`config.mk`:
```
export PLATFORM = sky130hd
export DESIGN_NAME = seg7_scan_driver
export DESIGN_NICKNAME = d
export VERILOG_FILES = /design/src/rtl/tracker_disp_pkg.sv /design/src/rtl/seg7_decode.sv /design/src/rtl/seg7_scan_driver.sv
export SDC_FILE = /design/constraint.sdc
export NUM_CORES = 1
export LEC_CHECK = 0
export CORE_UTILIZATION = 60
export CTS_BUF_LIST = sky130_fd_sc_hd__clkbuf_8
export DETAILED_ROUTE_END_ITERATION = 8
export GPL_ROUTABILITY_DRIVEN = 0
export GPL_TIMING_DRIVEN = 0
export PLACE_DENSITY = 0.84
export SETUP_SLACK_MARGIN = 0.5
export SYNTH_ARGS = -nofsm -noshare
export SYNTH_HDL_FRONTEND = slang
export SYNTH_HIERARCHICAL = 1
export SYNTH_SLANG_ARGS = --single-unit
```
`constraint.sdc`:
```
create_clock -name sys_clk -period 4.6 [get_ports sys_clk]
set_input_delay 0.69 -clock sys_clk [delete_from_list [all_inputs] [get_ports sys_clk]]
set_output_delay 0.69 -clock sys_clk [all_outputs]
set_load 0.02 [all_outputs]
```
`src/rtl/tracker_disp_pkg.sv`:
```
// Digit codes and 7-segment glyphs shared by the tracker display path.
// Segment order is {g,f,e,d,c,b,a}; a 0 bit lights the segment.
package tracker_disp_pkg;

  localparam logic [4:0] CODE_BLANK      = 5'h10;
  localparam logic [4:0] CODE_UNDERSCORE = 5'h1F;

  localparam logic [6:0] SEG_BLANK      = 7'h7F;
  localparam logic [6:0] SEG_DASH       = 7'b0111111;
  localparam logic [6:0] SEG_UNDERSCORE = 7'b1110111;

  // Entry n holds the glyph for decimal digit n
  localparam logic [9:0][6:0] SEG_DIGITS = {
    7'b0010000,  // 9
    7'b0000000,  // 8
    7'b1111000,  // 7
    7'b0000010,  // 6
    7'b0010010,  // 5
    7'b0011001,  // 4
    7'b0110000,  // 3
    7'b0100100,  // 2
    7'b1111001,  // 1
    7'b1000000   // 0
  };

endpackage

```
`src/rtl/seg7_decode.sv`:
```
// Combinational 5-bit digit code to active-low segment pattern.
// Codes outside 0-9, underscore and blank render as a dash.
module seg7_decode
  import tracker_disp_pkg::*;
(
  input  logic [4:0] code,
  output logic [6:0] seg
);

  always_comb begin
    seg = SEG_DASH;
    if (code < 5'd10) begin
      seg = SEG_DIGITS[code[3:0]];
    end else if (code == CODE_UNDERSCORE) begin
      seg = SEG_UNDERSCORE;
    end else if (code == CODE_BLANK) begin
      seg = SEG_BLANK;
    end
  end

endmodule

```
`src/rtl/seg7_scan_driver.sv`:
```
// 4-digit multiplexed 7-segment driver with per-slot blanking gap,
// frame-coherent digit capture and leading-zero blanking.
module seg7_scan_driver
  import tracker_disp_pkg::*;
#(
  parameter int REFRESH_DIV  = 100000,
  parameter int BLANK_CYCLES = 1000
) (
  input  logic       sys_clk,
  input  logic       reset,
  input  logic [4:0] bcd3,
  input  logic [4:0] bcd2,
  input  logic [4:0] bcd1,
  input  logic [4:0] bcd0,
  input  logic       si,
  input  logic       blz_en,
  output logic [3:0] an,
  output logic [6:0] seg,
  output logic       dp,
  output logic       si_led
);

  localparam int CNT_W = $clog2(REFRESH_DIV);
  localparam logic [CNT_W-1:0] CNT_LAST  = CNT_W'(REFRESH_DIV - 1);
  localparam logic [CNT_W-1:0] CNT_BLANK = CNT_W'(BLANK_CYCLES);

  logic [CNT_W-1:0] r_cnt;
  logic [1:0]       r_idx;
  logic [4:0]       r_shadow [4];
  logic [3:0]       r_an;
  logic [6:0]       r_seg;
  logic             r_dp;
  logic             r_si_led;

  logic [4:0] w_bcd [4];
  logic [3:0] w_blank;
  logic [4:0] w_code;
  logic [6:0] w_seg;
  logic       w_slot_end;
  logic       w_frame_end;

  assign w_bcd[3] = bcd3;
  assign w_bcd[2] = bcd2;
  assign w_bcd[1] = bcd1;
  assign w_bcd[0] = bcd0;

  assign w_slot_end  = (r_cnt == CNT_LAST);
  assign w_frame_end = w_slot_end && (r_idx == 2'd3);

  // A digit is a leading zero when it and every digit to its left are code 0
  always_comb begin
    w_blank = 4'b0000;
    for (int k = 1; k < 4; k++) begin
      w_blank[k] = blz_en;
      for (int j = k; j < 4; j++) begin
        if (r_shadow[j] != 5'd0) begin
          w_blank[k] = 1'b0;
        end
      end
    end
  end

  assign w_code = w_blank[r_idx] ? CODE_BLANK : r_shadow[r_idx];

  seg7_decode u_decode (
    .code (w_code),
    .seg  (w_seg)
  );

  always_ff @(posedge sys_clk or posedge reset) begin
    if (reset) begin
      r_cnt <= '0;
      r_idx <= 2'd0;
      for (int k = 0; k < 4; k++) begin
        r_shadow[k] <= 5'd0;
      end
    end else begin
      if (w_slot_end) begin
        r_cnt <= '0;
        r_idx <= r_idx + 2'd1;
      end else begin
        r_cnt <= r_cnt + 1'b1;
      end
      // Capture only at the frame boundary so a frame never mixes old and new digits
      if (w_frame_end) begin
        for (int k = 0; k < 4; k++) begin
          r_shadow[k] <= w_bcd[k];
        end
      end
    end
  end

  always_ff @(posedge sys_clk or posedge reset) begin
    if (reset) begin
      r_an     <= 4'b1111;
      r_seg    <= SEG_BLANK;
      r_dp     <= 1'b1;
      r_si_led <= 1'b0;
    end else begin
      r_si_led <= si;
      if (r_cnt < CNT_BLANK) begin
        r_an  <= 4'b1111;
        r_seg <= SEG_BLANK;
        r_dp  <= 1'b1;
      end else begin
        r_an  <= ~(4'b0001 << r_idx);
        r_seg <= w_seg;
        r_dp  <= ~((r_idx == 2'd0) && r_si_led);
      end
    end
  end

  assign an     = r_an;
  assign seg    = r_seg;
  assign dp     = r_dp;
  assign si_led = r_si_led;

endmodule

```
==> results.sh, run 1 <==
export IMPL_fmax_mhz=435
export IMPL_die_y_um=68.6
export IMPL_finalHoldViolations=0
export IMPL_antenna_cells=0
export IMPL_setup_ws_ns=2.30
export IMPL_maxCapViolCount=0
export IMPL_routedWlPerCell_um=14.4
export IMPL_via_per_inst=5.46
export IMPL_finalPower_uw=801
export IMPL_netlist_instances=214
export IMPL_cts_resized=0
export IMPL_grt_antenna_before_repair=0
export IMPL_netlist_top_cells_area="dfrtp_1, dfstp_2, mux2_4"
export IMPL_clk_pin_slew_ns=0.09
export IMPL_grt_overflow_total=0
export IMPL_synthAdderAreaFrac_pct=4.71
export IMPL_cp_end_kind="flip-flop"
export IMPL_cp_required_ns=4.84
export IMPL_critPathKind="flip-flop to flip-flop"
export IMPL_cts_max_path_buffers=2
export IMPL_synth_xor_area_share_pct=5.60
export IMPL_fin_util_pct=78.0
export IMPL_slew_headroom_pct=69.2
export IMPL_die_area_mm2=0.00470
export IMPL_n_fill_cell=259
export IMPL_synth_cell_types=44
export IMPL_die_w_um=68.6
export IMPL_synth_top_cell_area_share_pct=37.7
export IMPL_post_route_drc_count=0
export IMPL_cp_max_fo=6
export IMPL_hold_class="flip-flop to flip-flop"
export IMPL_initial_core_util_pct=64.6
export IMPL_clock_skew_ns=0.00800
export IMPL_avgSynthCellArea_um2=12.4
export IMPL_dp_hpwl_um=3320
export IMPL_grt_pass1_wl_um=7420
export IMPL_postCtsHoldBufs=0
export IMPL_tightest_slew_ns=0.462
export IMPL_rsz0062_at_grt="false"
export IMPL_cts_root_buf="clkbuf_8"
export IMPL_hold_slack_ns=0.454
export IMPL_period_needed_ns=2.30
export IMPL_power_leakage_nw=1.42
export IMPL_area_growth_pct=20.9
export IMPL_seq_area_frac_synth_pct=49.5
export IMPL_yosysWarningCount=6
export IMPL_cp_arrival_ns=2.54
export IMPL_slew_violations=0
export IMPL_cts_num_sinks=52
export IMPL_syn_num_nets=248
export IMPL_nets=292
export IMPL_synth_top_family_by_area="simple AND/OR/NAND/NOR gates"
export IMPL_synth_top_cell_by_area="dfrtp_1"
export IMPL_drive_gt1_share_pct=23.2
export IMPL_status="completed"
export IMPL_synth_common_cells="dfrtp_1, mux2_4, nor2_1"
export IMPL_drt_pass1_iter_count=4
export IMPL_num_vias=1687
export IMPL_syn_area_mm2=0.00266
export IMPL_async_reset_ff_share_pct=100
export IMPL_cts_max_level=2
export IMPL_synth_edff_count=0
export IMPL_clkLatencyLatePin_ns=0.31
export IMPL_synth_compound_area_share_pct=4.24
export IMPL_cts_tree="done"
export IMPL_ir_worst_vdd_uv=159
export IMPL_ys_ff_latch=52
export IMPL_muxShareOfSynthArea_pct=15.5
export IMPL_ys_flop_type="dfrtp_1"
export IMPL_finalSetupViolCount=0
export IMPL_ant_nets=0
export IMPL_grt_pass1_vias=1543
export IMPL_core_area_mm2=0.00412
export IMPL_tns_ns=0
export IMPL_start_kind="flip-flop"
export IMPL_io_buffers=36
export IMPL_grt_max_degree=45
export IMPL_track_usage_pct=22.8
export IMPL_io_pins=37
export IMPL_routed_wl_um=4450
export IMPL_synth_simple_area_share_pct=16.1
export IMPL_row_count=23
export IMPL_synth_most_common_cell="dfrtp_1"
export IMPL_dp_slack_ns=2.31
export IMPL_drt_initial_drc_count=95
export IMPL_cts_setup_buffers=0
export IMPL_period_share_pct=49.9
export IMPL_numCtsBuffers=5
export IMPL_powerDensity_mw_per_mm2=249
## kinds of logic (layout without fill, tap and decap cells)
logic type      count (synthesis)  count (layout)
mux                            25              25
compound gates                 17              17
buf+inv                        17              62
simple gates                   76              76
fa+ha+maj                      10              10
flops                          52              52
xor+xnor                       17              17
## placed cells by master, fill, tap and decap left out, drive strengths merged, types with 3 or more instances in the layout
cell type       n
nand2b          8
buf             7
ha             10
clkdlybuf4s50  36
dfstp          12
nor3            6
nand4           6
xnor2           9
nand3          10
a21oi           3
xor2            8
and4            3
nor2b           3
inv             8
nor2           16
dfrtp          40
clkbuf          8
mux2           20
nor4            5
o21ai           4
nand2          10
mux4            5
## per-stage QoR
step | instances | cell area [um^2]
floorplan | 214 | 2660
detailed placement | 301 | 3100
global placement | 300 | 3080
finish | 309 | 3210
CTS | 309 | 3210
global route | 309 | 3210
## registers in the layout, summed over array words and instances (netlist names)
| signal | count |
|---|---|
| r_shadow | 20 |
| r_cnt | 17 |
| r_idx | 2 |
| an | 4 |
| si_led | 1 |
| seg | 7 |
| dp | 1 |
## routing by layer
layer	up-vias	track usage [%]	routed length, um
met3	9	5.92	226
met4	0	10.9	112
met5	-	0	0
met1	788	32.6	2200
li1	837	-	-
met2	53	32.2	1910
## worst max-delay path, cell delays in order (launching register included)
cell and delay [ns]:
dfrtp_1 0.38, clkbuf_1 0.36, mux4_2 0.63, ha_1 0.23
and2b_2 0.18, nor3b_1 0.23, a31oi_1 0.07, nand2b_1 0.15
## cell type report
class	instances	area, um^2	area share [%]
Timing Repair Buffer	37	380	11.8
Buffer	9	83.8	2.61
Clock inverter	3	42.5	1.32
Inverter	8	30.0	0.935
Clock buffer	5	68.8	2.14
Sequential cell	52	1320	41.0
Tap cell	50	62.6	1.95
Multi-Input combinational cell	145	1230	38.2
## power breakdown
part | internal [mW] | switching [mW]
Combinational | 0.0198 | 0.0123
Sequential | 0.458 | 0.000275
Clock | 0.161 | 0.149
Total | 0.639 | 0.162
## path summary, 6_finish.rpt
kind | startpoint | endpoint | slack [ns] | cells after the start
max | r_idx[1] | seg[0] | 2.30 | 7
min | si_led | dp | 0.45 | 1
max reg2reg | r_idx[1] | seg[0] | 2.30 | 7
min reg2reg | si_led | dp | 0.45 | 1
max in group asynchronous | reset | dp | 3.47 | 3
min in group asynchronous | reset | r_shadow[16] | 0.60 | 2
No activity file was read; power rests on OpenSTA's default activity.
==> inputs of run 2 (changes only) <==
--- a/config.mk
+++ b/config.mk
@@ -5,12 +5,12 @@
 export SDC_FILE = /design/constraint.sdc
 export NUM_CORES = 1
 export LEC_CHECK = 0
-export CORE_UTILIZATION = 60
+export CORE_UTILIZATION = 51
 export CTS_BUF_LIST = sky130_fd_sc_hd__clkbuf_8
 export DETAILED_ROUTE_END_ITERATION = 8
 export GPL_ROUTABILITY_DRIVEN = 0
 export GPL_TIMING_DRIVEN = 0
-export PLACE_DENSITY = 0.84
+export PLACE_DENSITY = 0.76
 export SETUP_SLACK_MARGIN = 0.5
 export SYNTH_ARGS = -nofsm -noshare
 export SYNTH_HDL_FRONTEND = slang
==> constraint.sdc (replaced) <==
create_clock -name sys_clk -period 2 [get_ports sys_clk]
set_input_delay 0.3 -clock sys_clk [delete_from_list [all_inputs] [get_ports sys_clk]]
set_output_delay 0.3 -clock sys_clk [all_outputs]
set_load 0.02 [all_outputs]
==> run 2 against run 1 <==
Against the previous run:
- the run now ends with negative setup slack left
- clock skew fell by 0.0034 ns
- via count rose by 13%
- core utilization fell by 1.3 points
- maximum frequency rose by 11%
- die area rose by 17%
- critical path depth rose by 1
- sequential share of layout area fell by 5.7 points
- sequential cell count did not move
- worst setup slack got worse by 2.4 ns
- power rose by 130%
- clock-buffer cell count did not move
- critical path type unchanged
- largest cell class is now multi-input gates
- highest routed layer unchanged
==> results.sh, run 2 (synthesized netlist as in run 1, its figures left out) <==
export IMPL_clkLatencyLatePin_ns=0.30
export IMPL_row_count=25
export IMPL_core_area_mm2=0.00488
export IMPL_io_buffers=36
export IMPL_power_frac_seq_pct=57.5
export IMPL_cts_tree="done"
export IMPL_violations="negative setup slack"
export IMPL_io_pins=37
export IMPL_cp_end_kind="flip-flop"
export IMPL_cp_max_fo=5
export IMPL_clock_skew_ns=0.00460
export IMPL_drt_pass1_iter_count=5
export IMPL_n_fill_cell=313
export IMPL_clk_pin_slew_ns=0.09
export IMPL_worstSetupStartpoint="r_idx[1]"
export IMPL_multi_input_area_mm2=0.00141
export IMPL_slew_headroom_pct=27.8
export IMPL_critPathKind="flip-flop to flip-flop"
export IMPL_die_w_um=74.2
export IMPL_antenna_cells=0
export IMPL_drt_initial_drc_count=94
export IMPL_via_per_inst=5.35
export IMPL_cts_root_buf="clkbuf_8"
export IMPL_most_common_layout_cells="dfrtp_1, buf_4, clkdlybuf4s50_1"
export IMPL_grt_max_degree=53
export IMPL_slew_violations=0
export IMPL_num_vias=1914
export IMPL_numCtsBuffers=5
export IMPL_p_sw_share_pct=20.3
export IMPL_ant_nets=0
export IMPL_nets=324
export IMPL_powerDensity_mw_per_mm2=489
export IMPL_routedWlPerCell_um=16.6
export IMPL_track_usage_pct=21.3
export IMPL_hold_class="flip-flop to flip-flop"
export IMPL_largest_register="r_shadow"
export IMPL_grt_overflow_total=0
export IMPL_dp_slack_ns=-0.0168
export IMPL_ir_worst_vdd_uv=407
export IMPL_cts_num_sinks=52
export IMPL_drive_gt1_share_pct=43.0
export IMPL_final_common_cell="dfrtp_1"
export IMPL_period_needed_ns=2.06
export IMPL_period_share_pct=103
export IMPL_power_leakage_nw=1.61
export IMPL_fmax_mhz=484
export IMPL_area_growth_pct=40.9
export IMPL_dp_cells=317
export IMPL_grt_pass1_vias=1779
export IMPL_seq_area_mm2=0.00132
export IMPL_finalHoldViolations=0
export IMPL_maxCapViolCount=0
export IMPL_clock_power_share_pct=38.7
export IMPL_die_area_mm2=0.00550
export IMPL_p_int_mw=1.46
export IMPL_r2r_start="r_idx[1]"
export IMPL_initial_core_util_pct=54.5
export IMPL_largest_reg_flops=20
export IMPL_rsz0062_at_grt="true"
export IMPL_stdcell_count=358
export IMPL_cts_max_level=2
export IMPL_setup_ws_ns=-0.0643
export IMPL_start_kind="flip-flop"
export IMPL_fin_util_pct=76.7
export IMPL_finalSetupViolCount=14
export IMPL_grt_pass1_wl_um=8640
export IMPL_cts_max_path_buffers=2
export IMPL_status="complete, but fails checks"
export IMPL_post_route_drc_count=0
export IMPL_p_sw_uw=372
export IMPL_combPwrFrac_pct=3.8
export IMPL_dp_hpwl_um=3340
export IMPL_worstHoldStart="si_led"
export IMPL_tightest_slew_ns=1.08
export IMPL_tns_ns=-0.184
export IMPL_routed_wl_um=5950
export IMPL_cp_arrival_ns=2.31
export IMPL_cp_required_ns=2.25
export IMPL_grt_antenna_before_repair=0
export IMPL_die_y_um=74.2
run 2: stage by stage:
stage	cell area, um^2	hold WS [ns]	power [mW]
finish	3740	0.436	1.83
detailed placement	3200	0.432	1.15
global route	3740	0.443	1.89
floorplan	2750	0.331	1.09
CTS	3490	0.436	1.84
global placement	3200	0.420	1.14
run 2: cell type report:
class	instances	area share, %
Multi-Input combinational cell	145	37.5
Sequential cell	52	35.2
Timing Repair Buffer	69	17.4
Buffer	9	3.57
Tap cell	67	2.24
Clock buffer	5	1.84
Inverter	8	1.10
Clock inverter	3	1.04
run 2: layer usage:
metal	vias up	wire length, um	GRT usage (%)
met5	-	0	0
met4	0	86	6.62
met3	8	298	4.74
met2	68	2890	31.9
met1	939	2670	30.9
li1	899	-	-
run 2: power groups by stage:
| stage | Sequential (mW) | Combinational (mW) | Clock (mW) |
|---|---|---|---|
| global route | 1.05 | 0.0775 | 0.760 |
| CTS | 1.05 | 0.0719 | 0.719 |
| detailed placement | 1.07 | 0.0719 | 0 |
| floorplan | 1.07 | 0.0165 | 0 |
| global placement | 1.07 | 0.0715 | 0 |
| finish | 1.05 | 0.0700 | 0.709 |
run 2: worst max-delay path: stages (launching register included):
cell	delay, ns
dfrtp_1	0.39
buf_8	0.14
mux4_2	0.62
inv_4	0.13
buf_4	0.13
ha_4	0.12
a21oi_1	0.06
o31ai_1	0.26
nand2b_1	0.15
run 2: path summary, 6_finish.rpt:
kind | endpoint | slack, ns | cells after the start
setup / recovery | seg[6] | -0.06 | 8
hold / removal | dp | 0.44 | 1
setup reg to reg | seg[6] | -0.06 | 8
hold reg to reg | dp | 0.44 | 1
max in group asynchronous | r_cnt[5] | 0.79 | 2
min in group asynchronous | r_shadow[14] | 0.58 | 2
run 2: timing repair:
item                       CTS  global route
setup buffers               16            13
gates cloned                 2             2
hold buffers                 0             0
setup endpoints to repair   56            44
gates resized for setup     35            29
pin swaps                   16             5
==> inputs of run 3 (changes only) <==
--- a/config.mk
+++ b/config.mk
@@ -5,7 +5,10 @@
 export SDC_FILE = /design/constraint.sdc
 export NUM_CORES = 1
 export LEC_CHECK = 0
-export CORE_UTILIZATION = 51
+export CAP_MARGIN = 40
+export CELL_PAD_IN_SITES_DETAIL_PLACEMENT = 1
+export CELL_PAD_IN_SITES_GLOBAL_PLACEMENT = 1
+export CORE_UTILIZATION = 41
 export CTS_BUF_LIST = sky130_fd_sc_hd__clkbuf_8
 export DETAILED_ROUTE_END_ITERATION = 8
 export GPL_ROUTABILITY_DRIVEN = 0
==> run 3 against run 2 <==
Against the previous run:
- the run still ends with negative setup slack left
- clock-buffer cell count is 1 higher
- core utilization shrank 15 points
- global-route usage down 0.92 points
- critical endpoint unchanged
==> results.sh, run 3 (synthesized netlist as in run 1, its figures left out) <==
export IMPL_status="complete, but fails checks"
export IMPL_violations="negative setup slack"
export IMPL_nets=317
export IMPL_power_leakage_nw=1.58
export IMPL_via_per_inst=5.33
export IMPL_cp_max_fo=8
export IMPL_powerDensity_mw_per_mm2=479
export IMPL_cp_arrival_ns=2.39
export IMPL_final_common_cell="dfrtp_1"
export IMPL_largest_register="r_shadow"
export IMPL_fmax_mhz=469
export IMPL_clock_skew_ns=0.00807
export IMPL_clk_pin_slew_ns=0.10
export IMPL_initial_core_util_pct=43.6
export IMPL_grt_overflow_total=0
export IMPL_core_area_mm2=0.00610
export IMPL_grt_max_degree=33
export IMPL_drive_gt1_share_pct=44.4
export IMPL_grt_pass1_vias=1952
export IMPL_period_share_pct=107
export IMPL_io_buffers=36
export IMPL_most_common_layout_cells="dfrtp_1, clkdlybuf4s50_1, mux2_4"
export IMPL_slew_violations=0
export IMPL_ir_worst_vdd_uv=412
export IMPL_cts_root_buf="clkbuf_8"
export IMPL_hold_slack_ns=0.344
export IMPL_antenna_cells=0
export IMPL_track_usage_pct=20.3
export IMPL_largest_reg_flops=20
export IMPL_cts_num_sinks=52
export IMPL_maxCapViolCount=0
export IMPL_ant_nets=0
export IMPL_routedWlPerCell_um=19.4
export IMPL_cp_end_kind="flip-flop"
export IMPL_start_kind="flip-flop"
export IMPL_die_y_um=82.5
export IMPL_num_vias=1915
export IMPL_dp_cells=326
export IMPL_post_route_drc_count=0
export IMPL_finalSetupViolCount=22
export IMPL_period_needed_ns=2.13
export IMPL_die_area_mm2=0.00681
export IMPL_hold_class="primary input to async pin"
export IMPL_drt_initial_drc_count=63
export IMPL_io_pins=37
export IMPL_grt_antenna_before_repair=0
export IMPL_grt_pass1_wl_um=10000
export IMPL_cts_tree="done"
export IMPL_tightest_slew_ns=0.478
export IMPL_finalPower_mw=1.79
export IMPL_drt_pass1_iter_count=4
export IMPL_cts_max_path_buffers=2
export IMPL_routed_wl_um=6980
export IMPL_stdcell_count=359
export IMPL_finalHoldViolations=0
export IMPL_slew_headroom_pct=68.0
export IMPL_cp_required_ns=2.25
export IMPL_clkLatencyLatePin_ns=0.31
export IMPL_row_count=28
export IMPL_cts_max_level=2
export IMPL_die_w_um=82.5
export IMPL_dp_slack_ns=-0.0584
export IMPL_numCtsBuffers=5
export IMPL_setup_ws_ns=-0.134
export IMPL_tns_ns=-1.46
export IMPL_rsz0062_at_grt="true"
export IMPL_dp_hpwl_um=4120
export IMPL_critPathKind="flip-flop to flip-flop"
export IMPL_area_growth_pct=40.6
==> run 3: cell count changes in the layout (fill, tap and decap cells not counted), sizes merged <==
| cell | previous run | this run |
|---|---|---|
| bufinv | 1 | 0 |
| buf | 40 | 32 |
| clkbuf | 7 | 9 |
| clkdlybuf4s15 | 0 | 4 |
| dlygate4sd2 | 13 | 9 |
==> run 3: final timing paths <==
kind,start,to,slack [ns],depth (start not counted)
setup reg to reg,r_shadow[13],seg[6],-0.13,9
max in group asynchronous,reset,seg[3],1.08,3
min in group sys_clk,si,si_led,0.44,1
setup / recovery,r_shadow[13],seg[6],-0.13,9
hold / removal,reset,r_shadow[7],0.34,2
hold reg to reg,si_led,dp,0.44,1
==> run 3: power by group <==
part / switching [mW] / leakage, nW / total (mW) / internal, mW
combinational: 0.0300 / 0.862 / 0.0752 / 0.0452
sequential: 0.000741 / 0.663 / 1.05 / 1.05
clock: 0.376 / 0.0516 / 0.660 / 0.284
==> run 3: critical path, stage by stage (launching register included) <==
cell	delay (ns)
dfrtp_1	0.43
nor4_1	0.42
nand4_1	0.17
o21ai_0	0.12
a41o_1	0.24
buf_6	0.15
xnor2_1	0.14
nand3_1	0.14
o31ai_1	0.11
nand2b_1	0.16
==> run 3: final cells by class <==
cell class | instances | area [um^2]
fillers | 617 | 2360
multi-input cells | 145 | 1420
flip-flops and latches | 52 | 1320
repair buffers | 62 | 638
plain buffers | 9 | 133
well taps | 75 | 93.8
clock buffers | 6 | 82.6
inverters | 8 | 33.8
clock inverters | 2 | 13.8
==> run 3: metrics by stage <==
| step | area (um^2) | util (%) |
|---|---|---|
| 2_1_floorplan | 2750 | - |
| 5_1_grt | 3740 | 61.3 |
| 6_report | 3740 | 61.3 |
| 4_1_cts | 3540 | 58.1 |
| 3_5_place_dp | 3230 | 52.9 |
| 3_3_place_gp | 3210 | 52.6 |
==> run 3: timing repair <==
action | 4_1_cts | 5_1_grt
buffers inserted | 14 | 7
gates cloned | 2 | 2
hold buffers | 0 | 0
gates resized for setup | 40 | 31
pin swaps | 7 | 11
setup endpoints to repair | 56 | 52
==> run 3: layer usage <==
metal  part of all wire, %  track usage, %  wire (um)  up-vias
met5                     0               0          0        -
met4                  0.99            4.66         69        0
met3                   3.1            3.96        218        6
met2                    51            34.5       3560       49
met1                    45            27.0       3130      970
li1                      -               -          -      890
